==> src/rtl/fft_dir_pkg.sv <==
// Shared types and arithmetic helpers for the FFT direction/scaling wrapper.
// Helpers work in 32-bit signed so they serve any sample width up to 31 bits.
package fft_dir_pkg;

    localparam int SAMPLE_DW = 16;

    typedef enum logic {
        FWD = 1'b0,
        INV = 1'b1
    } mode_e;

    typedef struct packed {
        logic signed [SAMPLE_DW-1:0] re;
        logic signed [SAMPLE_DW-1:0] im;
    } sample_t;

    // Negate a dw-bit value; the most negative code maps to the most positive.
    function automatic logic signed [31:0] sat_neg(input logic signed [31:0] x, input int dw);
        logic signed [31:0] w_min;
        w_min = -(32'sd1 <<< (dw - 1));
        return (x == w_min) ? ~w_min : -x;
    endfunction

    function automatic logic signed [31:0] scale_shift(input logic signed [31:0] x, input int log2n,
                                                       input bit rnd);
        logic signed [31:0] w_bias;
        w_bias = rnd ? (32'sd1 <<< (log2n - 1)) : 32'sd0;
        return (x + w_bias) >>> log2n;
    endfunction

endpackage

==> src/rtl/fft_mode_fifo.sv <==
// Per-frame direction FIFO, 1 bit wide, DEPTH entries.
// Latency: head visible the cycle after push. Backpressure: push ignored when full, pop ignored when empty.
module fft_mode_fifo #(
    parameter int DEPTH = 4
) (
    input  logic clk,
    input  logic reset,
    input  logic i_push,
    input  logic i_din,
    input  logic i_pop,
    output logic o_dout,
    output logic o_full,
    output logic o_empty
);

    localparam int AW = $clog2(DEPTH);

    logic [DEPTH-1:0] r_mem;
    logic [AW:0]      r_wr_ptr;
    logic [AW:0]      r_rd_ptr;

    assign o_empty = (r_wr_ptr == r_rd_ptr);
    assign o_full  = (r_wr_ptr[AW] != r_rd_ptr[AW]) && (r_wr_ptr[AW-1:0] == r_rd_ptr[AW-1:0]);
    assign o_dout  = r_mem[r_rd_ptr[AW-1:0]];

    always_ff @(posedge clk or negedge reset) begin
        if (!reset) begin
            r_mem    <= '0;
            r_wr_ptr <= '0;
            r_rd_ptr <= '0;
        end else begin
            if (i_push && !o_full) begin
                r_mem[r_wr_ptr[AW-1:0]] <= i_din;
                r_wr_ptr                <= r_wr_ptr + 1'b1;
            end
            if (i_pop && !o_empty) begin
                r_rd_ptr <= r_rd_ptr + 1'b1;
            end
        end
    end

endmodule

==> src/rtl/fft_dir_stream.sv <==
// Per-frame forward/inverse wrapper around a forward-only FFT core (swap-conjugate, 1/N scale).
// Latency: input path combinational; output registered, 1 cycle after the core handshake.
// Backpressure: in_ready follows core_in_ready, held off at frame start when the mode FIFO is full.
module fft_dir_stream
    import fft_dir_pkg::*;
#(
    parameter int DW         = 16,
    parameter int LOG2N      = 5,
    parameter int MODE_DEPTH = 4,
    parameter int ROUND      = 1
) (
    input  logic                 clk,
    input  logic                 reset,
    input  logic                 inverse_i,
    input  logic                 in_valid,
    output logic                 in_ready,
    input  logic signed [DW-1:0] in_real,
    input  logic signed [DW-1:0] in_imag,
    output logic                 core_in_valid,
    input  logic                 core_in_ready,
    output logic signed [DW-1:0] core_in_real,
    output logic signed [DW-1:0] core_in_imag,
    input  logic                 core_out_valid,
    output logic                 core_out_ready,
    input  logic signed [DW-1:0] core_out_real,
    input  logic signed [DW-1:0] core_out_imag,
    output logic                 out_valid,
    input  logic                 out_ready,
    output logic signed [DW-1:0] out_real,
    output logic signed [DW-1:0] out_imag,
    output logic                 out_last,
    output logic                 frame_done,
    output logic                 busy
);

    localparam int               N    = 2 ** LOG2N;
    localparam logic [LOG2N-1:0] LAST = LOG2N'(N - 1);

    logic [LOG2N-1:0]     r_in_cnt;
    logic [LOG2N-1:0]     r_out_cnt;
    mode_e                r_in_mode;
    logic                 r_out_valid;
    logic                 r_out_last;
    logic                 r_frame_done;
    logic signed [DW-1:0] r_out_real;
    logic signed [DW-1:0] r_out_imag;

    logic                 w_fifo_full;
    logic                 w_fifo_empty;
    logic                 w_fifo_head;
    logic                 w_in_first;
    logic                 w_in_hs;
    logic                 w_out_hs;
    logic                 w_push;
    logic                 w_pop;
    mode_e                w_in_mode;
    mode_e                w_out_mode;
    logic signed [DW-1:0] w_neg_real;
    logic signed [DW-1:0] w_scl_real;
    logic signed [DW-1:0] w_scl_imag;

    // Input side: the first sample of a frame uses the live request, the rest use the latched one.
    assign w_in_first    = (r_in_cnt == '0);
    assign w_in_mode     = w_in_first ? mode_e'(inverse_i) : r_in_mode;
    assign in_ready      = core_in_ready && !(w_in_first && w_fifo_full);
    assign core_in_valid = in_valid && in_ready;
    assign w_in_hs       = core_in_valid;
    assign w_push        = w_in_hs && w_in_first;

    assign w_neg_real    = DW'(sat_neg(32'(in_real), DW));
    assign core_in_real  = (w_in_mode == INV) ? in_imag : in_real;
    assign core_in_imag  = (w_in_mode == INV) ? w_neg_real : in_imag;

    // Output side: with no queued mode the core is stalled rather than emit an unknown direction.
    assign core_out_ready = !w_fifo_empty && (!r_out_valid || out_ready);
    assign w_out_hs       = core_out_valid && core_out_ready;
    assign w_pop          = w_out_hs && (r_out_cnt == LAST);
    assign w_out_mode     = mode_e'(w_fifo_head);

    assign w_scl_real = DW'(scale_shift(32'(core_out_imag), LOG2N, ROUND != 0));
    assign w_scl_imag = DW'(scale_shift(32'(core_out_real), LOG2N, ROUND != 0));

    fft_mode_fifo #(
        .DEPTH(MODE_DEPTH)
    ) u_mode_fifo (
        .clk    (clk),
        .reset  (reset),
        .i_push (w_push),
        .i_din  (inverse_i),
        .i_pop  (w_pop),
        .o_dout (w_fifo_head),
        .o_full (w_fifo_full),
        .o_empty(w_fifo_empty)
    );

    always_ff @(posedge clk or negedge reset) begin
        if (!reset) begin
            r_in_cnt  <= '0;
            r_in_mode <= FWD;
        end else if (w_in_hs) begin
            r_in_cnt <= r_in_cnt + 1'b1;
            if (w_in_first) begin
                r_in_mode <= mode_e'(inverse_i);
            end
        end
    end

    always_ff @(posedge clk or negedge reset) begin
        if (!reset) begin
            r_out_cnt    <= '0;
            r_out_valid  <= 1'b0;
            r_out_last   <= 1'b0;
            r_frame_done <= 1'b0;
            r_out_real   <= '0;
            r_out_imag   <= '0;
        end else begin
            r_frame_done <= r_out_valid && out_ready && r_out_last;
            if (w_out_hs) begin
                r_out_valid <= 1'b1;
                r_out_last  <= (r_out_cnt == LAST);
                r_out_cnt   <= r_out_cnt + 1'b1;
                if (w_out_mode == INV) begin
                    r_out_real <= w_scl_real;
                    r_out_imag <= w_scl_imag;
                end else begin
                    r_out_real <= core_out_real;
                    r_out_imag <= core_out_imag;
                end
            end else if (out_ready) begin
                r_out_valid <= 1'b0;
                r_out_last  <= 1'b0;
            end
        end
    end

    assign out_valid  = r_out_valid;
    assign out_last   = r_out_last;
    assign out_real   = r_out_real;
    assign out_imag   = r_out_imag;
    assign frame_done = r_frame_done;
    assign busy       = !w_fifo_empty || r_out_valid;

endmodule

==> config.mk <==
export PLATFORM = sky130hd
export DESIGN_NAME = fft_dir_stream
export DESIGN_NICKNAME = d
export VERILOG_FILES = /design/src/rtl/fft_dir_pkg.sv /design/src/rtl/fft_mode_fifo.sv /design/src/rtl/fft_dir_stream.sv
export SDC_FILE = /design/constraint.sdc
export NUM_CORES = 1
export LEC_CHECK = 0
export CAP_MARGIN = 25
export CORE_ASPECT_RATIO = 0.6
export CORE_MARGIN = 4
export CORE_UTILIZATION = 35
export CTS_CLUSTER_DIAMETER = 150
export DETAILED_ROUTE_END_ITERATION = 6
export PLACE_DENSITY = 0.68
export SETUP_SLACK_MARGIN = 0.05
export SYNTH_ARGS = -nofsm -noshare
export SYNTH_HDL_FRONTEND = slang
export SYNTH_HIERARCHICAL = 1
export SYNTH_SLANG_ARGS = --single-unit
==> constraint.sdc <==
create_clock -name clk -period 2.9 [get_ports clk]
set_clock_uncertainty 0.2 [all_clocks]
set_input_delay 0.725 -clock clk [delete_from_list [all_inputs] [get_ports clk]]
set_output_delay 0.725 -clock clk [all_outputs]
set_load 0.03 [all_outputs]
Word level (Yosys, flattened, before mapping)

Cells that the tools add are included.

Input port bits: 71
Word-level logic and storage cells: 61
Output and inout port bits: 71
Flip-flop bits (word level): 56

Muxes and demuxes: 14
Eq/ne operators: 5
Reductions and logical operators: 21
Add/subtract/negate cells: 7
$lt $le $gt $ge: 3

Operators with widths:

| operator                | count |
|---|---|
| $mux W16                | 5 |
| $add A16 B6 Y17 const B | 2 |
| $eq A16 B16 Y1 const B  | 1 |
| $neg A16 Y16            | 1 |
| $logic_and A1 B1 Y1     | 13 |
| $add A5 B1 Y5 const B   | 2 |
| $add A3 B1 Y3 const B   | 2 |
| $lt A2 B3 Y1 const B    | 2 |
| $mux W1                 | 6 |
| $eq A5 B5 Y1 const B    | 1 |
| $logic_not A5 Y1        | 1 |
| $bwmux W4               | 1 |
| $logic_not A1 Y1        | 4 |
| $eq A3 B3 Y1            | 1 |
| $bmux W1 S2             | 1 |
| $demux W1 S2            | 1 |
| $eq A2 B2 Y1            | 1 |
| $ge A2 B1 Y1 const B    | 1 |
| $logic_or A1 B1 Y1      | 2 |
| $reduce_bool A2 Y1      | 1 |
| $ne A1 B1 Y1            | 1 |

Depth between registers and ports, before layout

Depth in word-level cells: 8
Mapped depth: 9
Mapped depth without buffers: 8

Modules after synthesis

Netlist, hierarchy kept.

By module, submodules not included:

| module         | seq. area each (µm²) | times used | area each (µm²) | cells an instance |
|---|---|---|---|---|
| fft_dir_stream | 1151.1               | 1          | 3179.3          | 380 |
| fft_mode_fifo  | 250.2                | 1          | 625.6           | 55 |

Worst setup path before layout

OpenSTA, ideal clock, no wires.

Kind: input-to-output
Start: in in_real[0]
End: out core_in_imag[12]
Setup slack: -836 ps
Stages: 6
Path buffers: 0
Required time: 1975 ps
Arrival: 2811 ps
Path through: inv_1 ha_1 or4b_1 nor4_1 mux2_2 o21ai_0

Longest elaborated chain between the ends: 3
Elaborated cells between the ends (all ways): 4

RTL lines:

| element                                        | RTL line             | RTL |
|---|---|---|
| from (decl)                                    | fft_dir_stream.sv:17 | `input logic signed [DW-1:0] in_real,` |
| $neg A16 Y16 or $eq A16 B16 Y1 (tied branches) | fft_dir_pkg.sv:21    | `return (x == w_min) ? ~w_min : -x;` |
| $mux W16 (*)                                   | fft_dir_pkg.sv:21    |  |
| $mux W16 (*)                                   | fft_dir_stream.sv:72 | `assign core_in_imag = (w_in_mode == INV) ? w_neg_real : in_imag;` |
| to (decl)                                      | fft_dir_stream.sv:22 | `output logic signed [DW-1:0] core_in_imag,` |

Mark *: on every way between the ends. The rest lies on a longest branch, timed or not.

Worst setup path in the final report

Start: in in_real[0]
End: out core_in_imag[14]

Same word-level chain as after synthesis.

==> results.toml <==
[floorplan]
rows = 29
initial_utilization_pct = 35.91
placeableCoreArea_sq_um = 10600
ios = 142
fp.dieW_um = 142.6
dieArea_sq_um = 12660
die_y_um = 88.77

[synthesis]
yosysSeqAreaShare_pct = 36.83
yosysUniqueCellTypes = 52
synthFlopType = "dfrtp_1"
syn_nets = 518
synth_edf_count = 0
syn-cell-area_sq_um = 3805
yosys_warnings = 6
synth_seq_cells = 56
synth_cells = 435
synthArstFlopShare_pct = 100.0
syn_avg_cell_area_sq_um = 8.747

[detailed_routing]
via_count = 4368
drt_iter0_drc = 319
wl_per_cell_um = 19.77
final_antenna_net_count = 0
first_pass_iters = 5
via_per_inst = 5.474
drc = 0
totalWireLength_mm = 15.78

[placed_design]
gp_congestion = 0.8798
dp_hpwl_mm = 10.24
dpl.cell_count = 751
port_buffers = 141

[cells_and_area]
final_nets = 741
final_layout_size_suffix_gt1_share_pct = 36.42
final_common_cell = "clkdlybuf4s50_1"
final_cells = 798
final_cell_mix = "clkdlybuf4s50_1 (91), buf_4 (71), nand2_1 (66)"
area_growth_pct = 82.24
fin_util_pct = 65.45
diodes = 0

[clock_network]
path_clk_slew_ns = 0.07
h-tree-depth = 2
numClockSinks = 56
cts_buffers = 5
cts-root-buf = "clkbuf_16"
clock_path_buffers = 2
clk_latency_ns = 0.30
cts_tree = "built"
hold_buffers = 0

[worst_setup_path]
path_depth = 9
cp_num_buf_inv = 4
startpoint_type = "primary input"
cp_max_fo = 4
end_kind = "output pin"
critPathRequiredTime_ns = 1.98
crit_family = "simple AND/OR/NAND/NOR gates"
crit_arrival_ns = 2.54
worstSetupPathType = "primary input to output pin"
critPathSlowestCell = "or4b_4"
rrSetupSlack_ns = 0.17
rr_worst_depth = 19
cp_slowest_stage_delay_ns = 0.54
crit_chain = "buf_8, clkinv_4, ha_4, or4b_4, nor4_4, buf_4, mux2_4, a21oi_4, buf_6"

[timing]
fin_crit_ns = 3.470
setup-violations-final = 32
fin_ws_ns = -0.5696
hold_violations = 0
max_slew_margin_pct = 41.15
post-route-period-util_pct = 119.6
slew_violations = 0
rsz0062_at_grt = "yes"
tightest_slew_ns = 0.8736
fmax_mhz = 288.2

[power_and_ir_drop]
p_int_mw = 3.737
comb_power_share_pct = 70.8
ir_drop_v = 0.0005837
cellPowerDensity_nw_per_um2 = 1000
clock_power_share_pct = 9.1
p_leak_nw = 2.973
seqPwrFrac_pct = 20.1
power.switching_mw = 3.201
netSwitchingFraction_pct = 46.14

[run_status]
status = "finished with violations"
violations = "setup timing"

[global_routing]
grt_pass1_wl_mm = 23.76
first_global_vias = 4387
grt.overflow.total = 0
grt_antenna_before_repair = 0
grt_max_degree = 44
track_usage_pct = 24.21

[min_path]
hold_path.class = "primary input to async pin"

[flow_run]
maxCapViolations = 0
==> stage by stage <==
step                instance area, sq um  TNS (ns)  total power [mW]  hold slack [ns]  setup WS, ns
floorplan                           4023    -5.104             3.718           0.2294       -0.3369
global placement                    5858    -16.16             5.111           0.2519        -1.010
detailed placement                  5858    -17.41             5.193           0.2594        -1.044
CTS                                 6793    -9.328             6.774           0.1742       -0.5174
global route                        6934    -12.19             7.312           0.1916       -0.5944
finish                              6934    -10.12             6.938           0.1679       -0.5696
==> sequential cells by signal, indices dropped and copies added (netlist names) <==
register              flops
u_mode_fifo/r_rd_ptr      3
r_in_mode                 1
out_imag                 16
out_real                 16
u_mode_fifo/r_wr_ptr      3
frame_done                1
out_last                  1
u_mode_fifo/r_mem         4
out_valid                 1
r_in_cnt                  5
r_out_cnt                 5
==> power groups by stage <==
stage                     clock (mW)  sequential, mW  combinational, mW
after floorplan                    0            1.80               1.92
after global placement             0            1.37               3.74
after detailed placement           0            1.39               3.81
after CTS                      0.639            1.39               4.75
after global routing           0.679            1.45               5.19
final                          0.628            1.40               4.91
==> logic make-up after synthesis <==
kind of cell,share of synthesized area [%]
fa+ha+maj,3.946
simple gates,24.60
compound gates,15.62
xor+xnor,8.912
buf+inv,4.242
flops,36.83
mux,5.853
==> path summary, 6_finish.rpt <==
path	from	end
setup / recovery	in_real[0]	core_in_imag[14]
hold / removal	reset	out_imag[3]
setup reg to reg	r_in_cnt[1]	r_in_cnt[1]
hold reg to reg	out_imag[1]	out_imag[1]
max in group asynchronous	reset	out_imag[9]
min in group clk	out_imag[1]	out_imag[1]
==> Yosys cell counts (6+ instances only) <==
cell type | instances | share of area, %
ha_1 | 12 | 3.9
a31oi_1 | 7 | 1.2
mux2i_1 | 8 | 2.1
clkbuf_1 | 14 | 1.4
o22a_1 | 18 | 4.1
xnor2_1 | 31 | 7.1
nor3_1 | 9 | 1.2
inv_1 | 20 | 2.0
nand3_1 | 12 | 1.6
nand4_1 | 6 | 0.99
or3_1 | 8 | 1.3
nor2_1 | 20 | 2.0
nand3b_1 | 7 | 1.4
o211ai_1 | 9 | 1.8
dfrtp_1 | 56 | 37
nor4_1 | 11 | 1.8
nand2_1 | 95 | 9.4
o21ai_0 | 19 | 2.5
==> final cells by class <==
type / instances / area, sq um
inverter: 20 / 85.08
multi-input combinational: 339 / 2779
timing repair buffer: 236 / 2347
clock buffer: 5 / 125.1
sequential: 56 / 1401
clock inverter: 3 / 22.52
fill: 821 / 3661
tap: 139 / 173.9
==> metal layers <==
metal	vias up	track usage [%]	share of wire [%]
li1	1983	-	-
met1	2134	35.30	44
met2	212	36.50	46
met3	39	4.482	7.3
met4	0	7.506	2.5
met5	-	0	0
==> timing repair <==
action                     in CTS  in global routing
pin swaps                      44                 12
gates cloned                    5                  0
resized for setup             162                 38
setup buffers                  30                 11
setup endpoints to repair      33                 34
Power figures use the tool's default switching activity.
==> variant 1 (same flow settings) <==
Set the parameter `ROUND` to 0 (it was 1).
--- a/src/rtl/fft_dir_stream.sv
+++ b/src/rtl/fft_dir_stream.sv
@@ -7,7 +7,7 @@
     parameter int DW         = 16,
     parameter int LOG2N      = 5,
     parameter int MODE_DEPTH = 4,
-    parameter int ROUND      = 1
+    parameter int ROUND      = 0
 ) (
     input  logic                 clk,
     input  logic                 reset,
Function: changed (Yosys sat finds a counterexample within 4 cycles, from zero or initial values and one cycle with reset low).
==> variant 1 against the original RTL <==
  * The run still ends with setup timing left
  * Global-route usage is 3.5 points lower
  * Sequential cell count stayed put
  * Register-to-register slack better by 220 ps
  * Synthesized area shrank 10%
  * Critical path depth is the same
  * Wire length fell by 24%
  * Setup slack gained 200 ps
  * Total power shrank 5.0%
  * Critical path type unchanged
  * Via count is 21% lower
  * Worst hold slack improved by 36 ps
  * Design area fell by 11%
==> variant 1: results (changes against the original RTL) <==
[final_layout]
inv_count = 11  ; -45%
stdcell_count = 688  ; -14%
multi_input_area_share_pct = 37.8  ; -2.3 points
area.share.sequential_pct = 22.7  ; +2.5 points
multi_input_gates = 279  ; -18%
n_clock_buffer = 6  ; +1
n_all_buffers = 204  ; -14%
n_fill_cell = 687  ; -16%

[clocking]
post-cts-setup-buffer-count = 10  ; -67%

[synthesis]
synth_cell_types = 48  ; -7.7%
ys_seq_area_share_pct = 40.9  ; +4.1 points
syn_avg_cell_area_sq_um = 9.41  ; +7.6%

[routing]
wl_per_cell_um = 17.5  ; -12%
vias_per_cell = 5.02  ; -8.4%
drtIter0Drc = 186  ; -42%

[run_status]
outcome = finished, violations left
violations = setup timing

[power_and_ir_drop]
p_sw_share_pct = 45.9  ; -0.20 points
ir_drop_mv = 0.804  ; +38%
cellLeakagePower_uw = 0.00263  ; -11%
powerDensity_nw_per_um2 = 1070  ; +6.7%

[critical_path]
worstPathArrival_ps = 2350  ; -190 ps

[sta]
setup_viol = 32  ; unchanged
worst_slack_ps = -372  ; +197 ps

[place]
gp_routability_congestion = 0.862  ; -2.0%

variant 1: changes by cell type after synthesis, moves of 14 or more:
cell	unedited run	this run
xnor2_1	31	14
nand2_1	95	54
a21oi_1	4	35
o21ai_0	19	5
o22a_1	18	0
nor2_1	20	42
mux2i_1	8	34
variant 1: kinds of logic (layout without fill, tap and decap cells):
family          Yosys count  after routing  share of synthesized area (%)
buf+inv                  30            223                           3.58
flops                    56             56                           40.9
xor+xnor                 23             23                           6.32
compound gates           72             72                           14.0
simple gates            128            128                           17.4
fa+ha+maj                10             10                           3.65
mux                      45             46                           14.1
variant 1: path summary, 6_finish.rpt:
path | startpoint | cells past startpoint | end | slack (ps)
max reg2reg | r_in_cnt[1] | 11 | u_mode_fifo/r_mem[3] | 390
min | reset | 1 | out_imag[5] | 200
min reg2reg | r_out_cnt[3] | 1 | r_out_cnt[3] | 280
min in group clk | r_out_cnt[3] | 1 | r_out_cnt[3] | 280
max | in_real[1] | 9 | core_in_imag[7] | -370
max in group asynchronous | reset | 2 | r_in_mode | 1730
variant 1: metal layers:
metal  share of wire (%)  vias up  GRT usage (%)  wire length [um]
met5                   0        -              0                 0
met4                 1.7        0           4.94               201
met3                 8.4       21           6.59              1010
met2                  44      130           30.8              5240
met1                  46     1636           29.4              5560
li1                    -     1664              -                 -
variant 1: through the flow:
step / utilization (%) / hold WS, ps / cell area [sq um]
global route: 65.9 / 257 / 6170
finish: 65.9 / 203 / 6170
floorplan: - / 229 / 3580
CTS: 64.2 / 230 / 6000
global placement: 57.5 / 255 / 5380
detailed placement: 57.5 / 268 / 5380
variant 1: worst max-delay path: stages:
cell	delay, ps
buf_12	110
inv_12	40
ha_4	120
or4b_4	480
nor4_4	170
a41o_2	280
buf_8	160
o22a_4	140
buf_6	120
==> variant 2 (config.mk and constraints unchanged) <==
Without the edit above. Make the reset (`reset`) synchronous in 3 clocked blocks.
--- a/src/rtl/fft_mode_fifo.sv
+++ b/src/rtl/fft_mode_fifo.sv
@@ -23,7 +23,7 @@
     assign o_full  = (r_wr_ptr[AW] != r_rd_ptr[AW]) && (r_wr_ptr[AW-1:0] == r_rd_ptr[AW-1:0]);
     assign o_dout  = r_mem[r_rd_ptr[AW-1:0]];
 
-    always_ff @(posedge clk or negedge reset) begin
+    always_ff @(posedge clk) begin
         if (!reset) begin
             r_mem    <= '0;
             r_wr_ptr <= '0;
--- a/src/rtl/fft_dir_stream.sv
+++ b/src/rtl/fft_dir_stream.sv
@@ -93,7 +93,7 @@
         .o_empty(w_fifo_empty)
     );
 
-    always_ff @(posedge clk or negedge reset) begin
+    always_ff @(posedge clk) begin
         if (!reset) begin
             r_in_cnt  <= '0;
             r_in_mode <= FWD;
@@ -105,7 +105,7 @@
         end
     end
 
-    always_ff @(posedge clk or negedge reset) begin
+    always_ff @(posedge clk) begin
         if (!reset) begin
             r_out_cnt    <= '0;
             r_out_valid  <= 1'b0;
Check against the original RTL: differs if reset is asserted again (counterexample within 4 cycles, from zero or initial values and one cycle with reset low); with reset held inactive, the same outputs for 10 cycles.
==> variant 2 against the original RTL <==
  * The flow still finishes with violations (setup timing)
  * Synthesized cell count increased by 6.4%
  * Synthesized area fell by 3.5%
  * Sequential cell count stayed put
  * Die area decreased by 3.3%
  * Design area is 5.0% lower
  * Setup slack worse by 43 ps
  * Wire length down 2.4%
  * Critical path type unchanged
  * Critical endpoint is now core_in_imag[12]
  * Largest cell class unchanged
Power is not compared: it rests on default switching activity, and its combinational part moved more than twofold at a synthesized area within 25%.
==> variant 2: results (changes against the original RTL) <==
[place]
dp_slack_ps = -1050  ; -8.01 ps
place_area_sq_um = 5710  ; -2.5%
gp_routability_congestion = 0.955  ; +8.5%
hpwlAfterDp_um = 10600  ; +3.4%
dp.cells = 764  ; +1.7%
io_buffers = 141  ; unchanged

[synthesis]
syn_avg_cell_area_sq_um = 7.93  ; -9.4%
synth_warnings = 6  ; unchanged
synth_commonest_cells = nand2_1, dfxtp_1, o21ai_0, xnor2_1
ys_seq_area_share_pct = 30.5  ; -6.3 points
synth_nets = 546  ; +5.4%
synthArstFlopShare_pct = 0  ; -100 points
ys.flop_type = dfxtp_1
synth_cell_types = 47  ; -9.6%
synth_area_leaders = dfxtp_1, nand2_1, xnor2_1

[global_routing]
grt_use_met2_pct = 35.5  ; -1.0 points
antenna_found_initial = 0  ; unchanged
grt_pass1_vias = 4194  ; -4.4%
grt_max_degree = 37  ; -16%
grt_pass1_wl_um = 23200  ; -2.5%
gr-usage-all-layers_pct = 23.8  ; -0.42 points
globalRouteMet3Util_pct = 4.66  ; +0.18 points
met1_usage_pct = 35.6  ; +0.33 points

[worst_hold_path]
hp-class = register to register

[critical_path]
worstPathArrival_ps = 2590  ; +50 ps
crit_path_max_fanout = 4  ; unchanged

[power_and_ir_drop]
ir_drop_mv = 0.301
power_frac_comb_pct = 42.3
seqPwrFrac_pct = 31.4
powerDensity_nw_per_um2 = 400
internal_power_uw = 1740

[routing]
drt-total-wl_um = 15400  ; -2.4%
via_count = 4403  ; +0.80%
top_layer = met4
met2_length_um = 6730  ; -7.6%
route.layer.met1.wl_um = 7460  ; +7.4%
dr_wl_met3_um = 989  ; -14%
drt-pass1-iter-count = 5  ; unchanged
drtIter0Drc = 309  ; -3.1%
vias_per_cell = 5.53  ; +1.1%

[clocking]
htree_levels = 2  ; unchanged
cts_made_buffers = 5  ; unchanged
clk_pin_slew_ps = 70  ; about the same
cts.path.max_buffers = 2  ; unchanged
root_buffer = clkbuf_16
clkLatencyLatePin_ps = 300  ; about the same

[run_status]
violations = setup timing
outcome = finished, violations left

[final_layout]
nets = 743  ; +0.27%
diodes = 0  ; unchanged
final_layout_size_suffix_gt1_share_pct = 34.2  ; -2.2 points
n_fill_cell = 736  ; -10%

[sta]
setup_tns_ps = -9330  ; +788 ps
setup_viol = 31  ; -3.1%
relSlewSlack_pct = 72.0  ; +31 points
worst_slack_ps = -612  ; -42.7 ps

==> variant 2: cell types whose count changed in the layout (fill, tap and decap cells not counted), sizes merged, moves of 7 or more <==
cell,before,now
xnor2,32,25
mux2,10,3
nand3,12,20
dfrtp,56,0
a21oi,4,11
mux2i,8,18
nand2,95,85
dfxtp,0,56
buf,141,119
o221a,0,10
==> variant 2: layout make-up <==
cell class	instances	area, sq um	share of cell area [%]
Clock inverter	2	35.0	0.532
Inverter	18	77.6	1.18
Sequential cell	56	1130	17.1
Clock buffer	6	129	1.96
Multi-Input combinational cell	362	2890	43.8
Timing Repair Buffer	217	2160	32.8
Tap cell	135	169	2.56
==> variant 2: cells by family after synthesis <==
group	share of synthesized area (%)
and+or+nand+nor	25.8
xor gates and xnor gates	7.80
AOI/OAI and AO/OA	20.5
DFF	30.5
buffers and inverters	4.74
muxes	6.54
adders and majority gates	4.09
==> variant 2: critical path, cell delays in order <==
cell      delay [ps]
buf_8            100
buf_6            110
clkinv_4          40
ha_4             110
or4b_4           520
buf_4            170
nor4_4           150
mux2_4           340
o21ai_4          160
buf_6            150
==> variant 2: path summary, 6_finish.rpt <==
check	slack, ps	startpoint	to	cells after the start
setup / recovery	-610	in_real[0]	core_in_imag[12]	10
hold / removal	260	u_mode_fifo/r_mem[2]	u_mode_fifo/r_mem[2]	2
setup reg to reg	400	u_mode_fifo/r_rd_ptr[2]	u_mode_fifo/r_wr_ptr[1]	7
hold reg to reg	260	u_mode_fifo/r_mem[2]	u_mode_fifo/r_mem[2]	2
==> variant 2: timing repair <==
item                                    CTS  global route
gates resized for setup                 133            47
pin swaps                                37            29
endpoints found under the hold margin     0             0
gates cloned                              5             0
setup buffers                            14             8
endpoints found under the setup margin   33            32
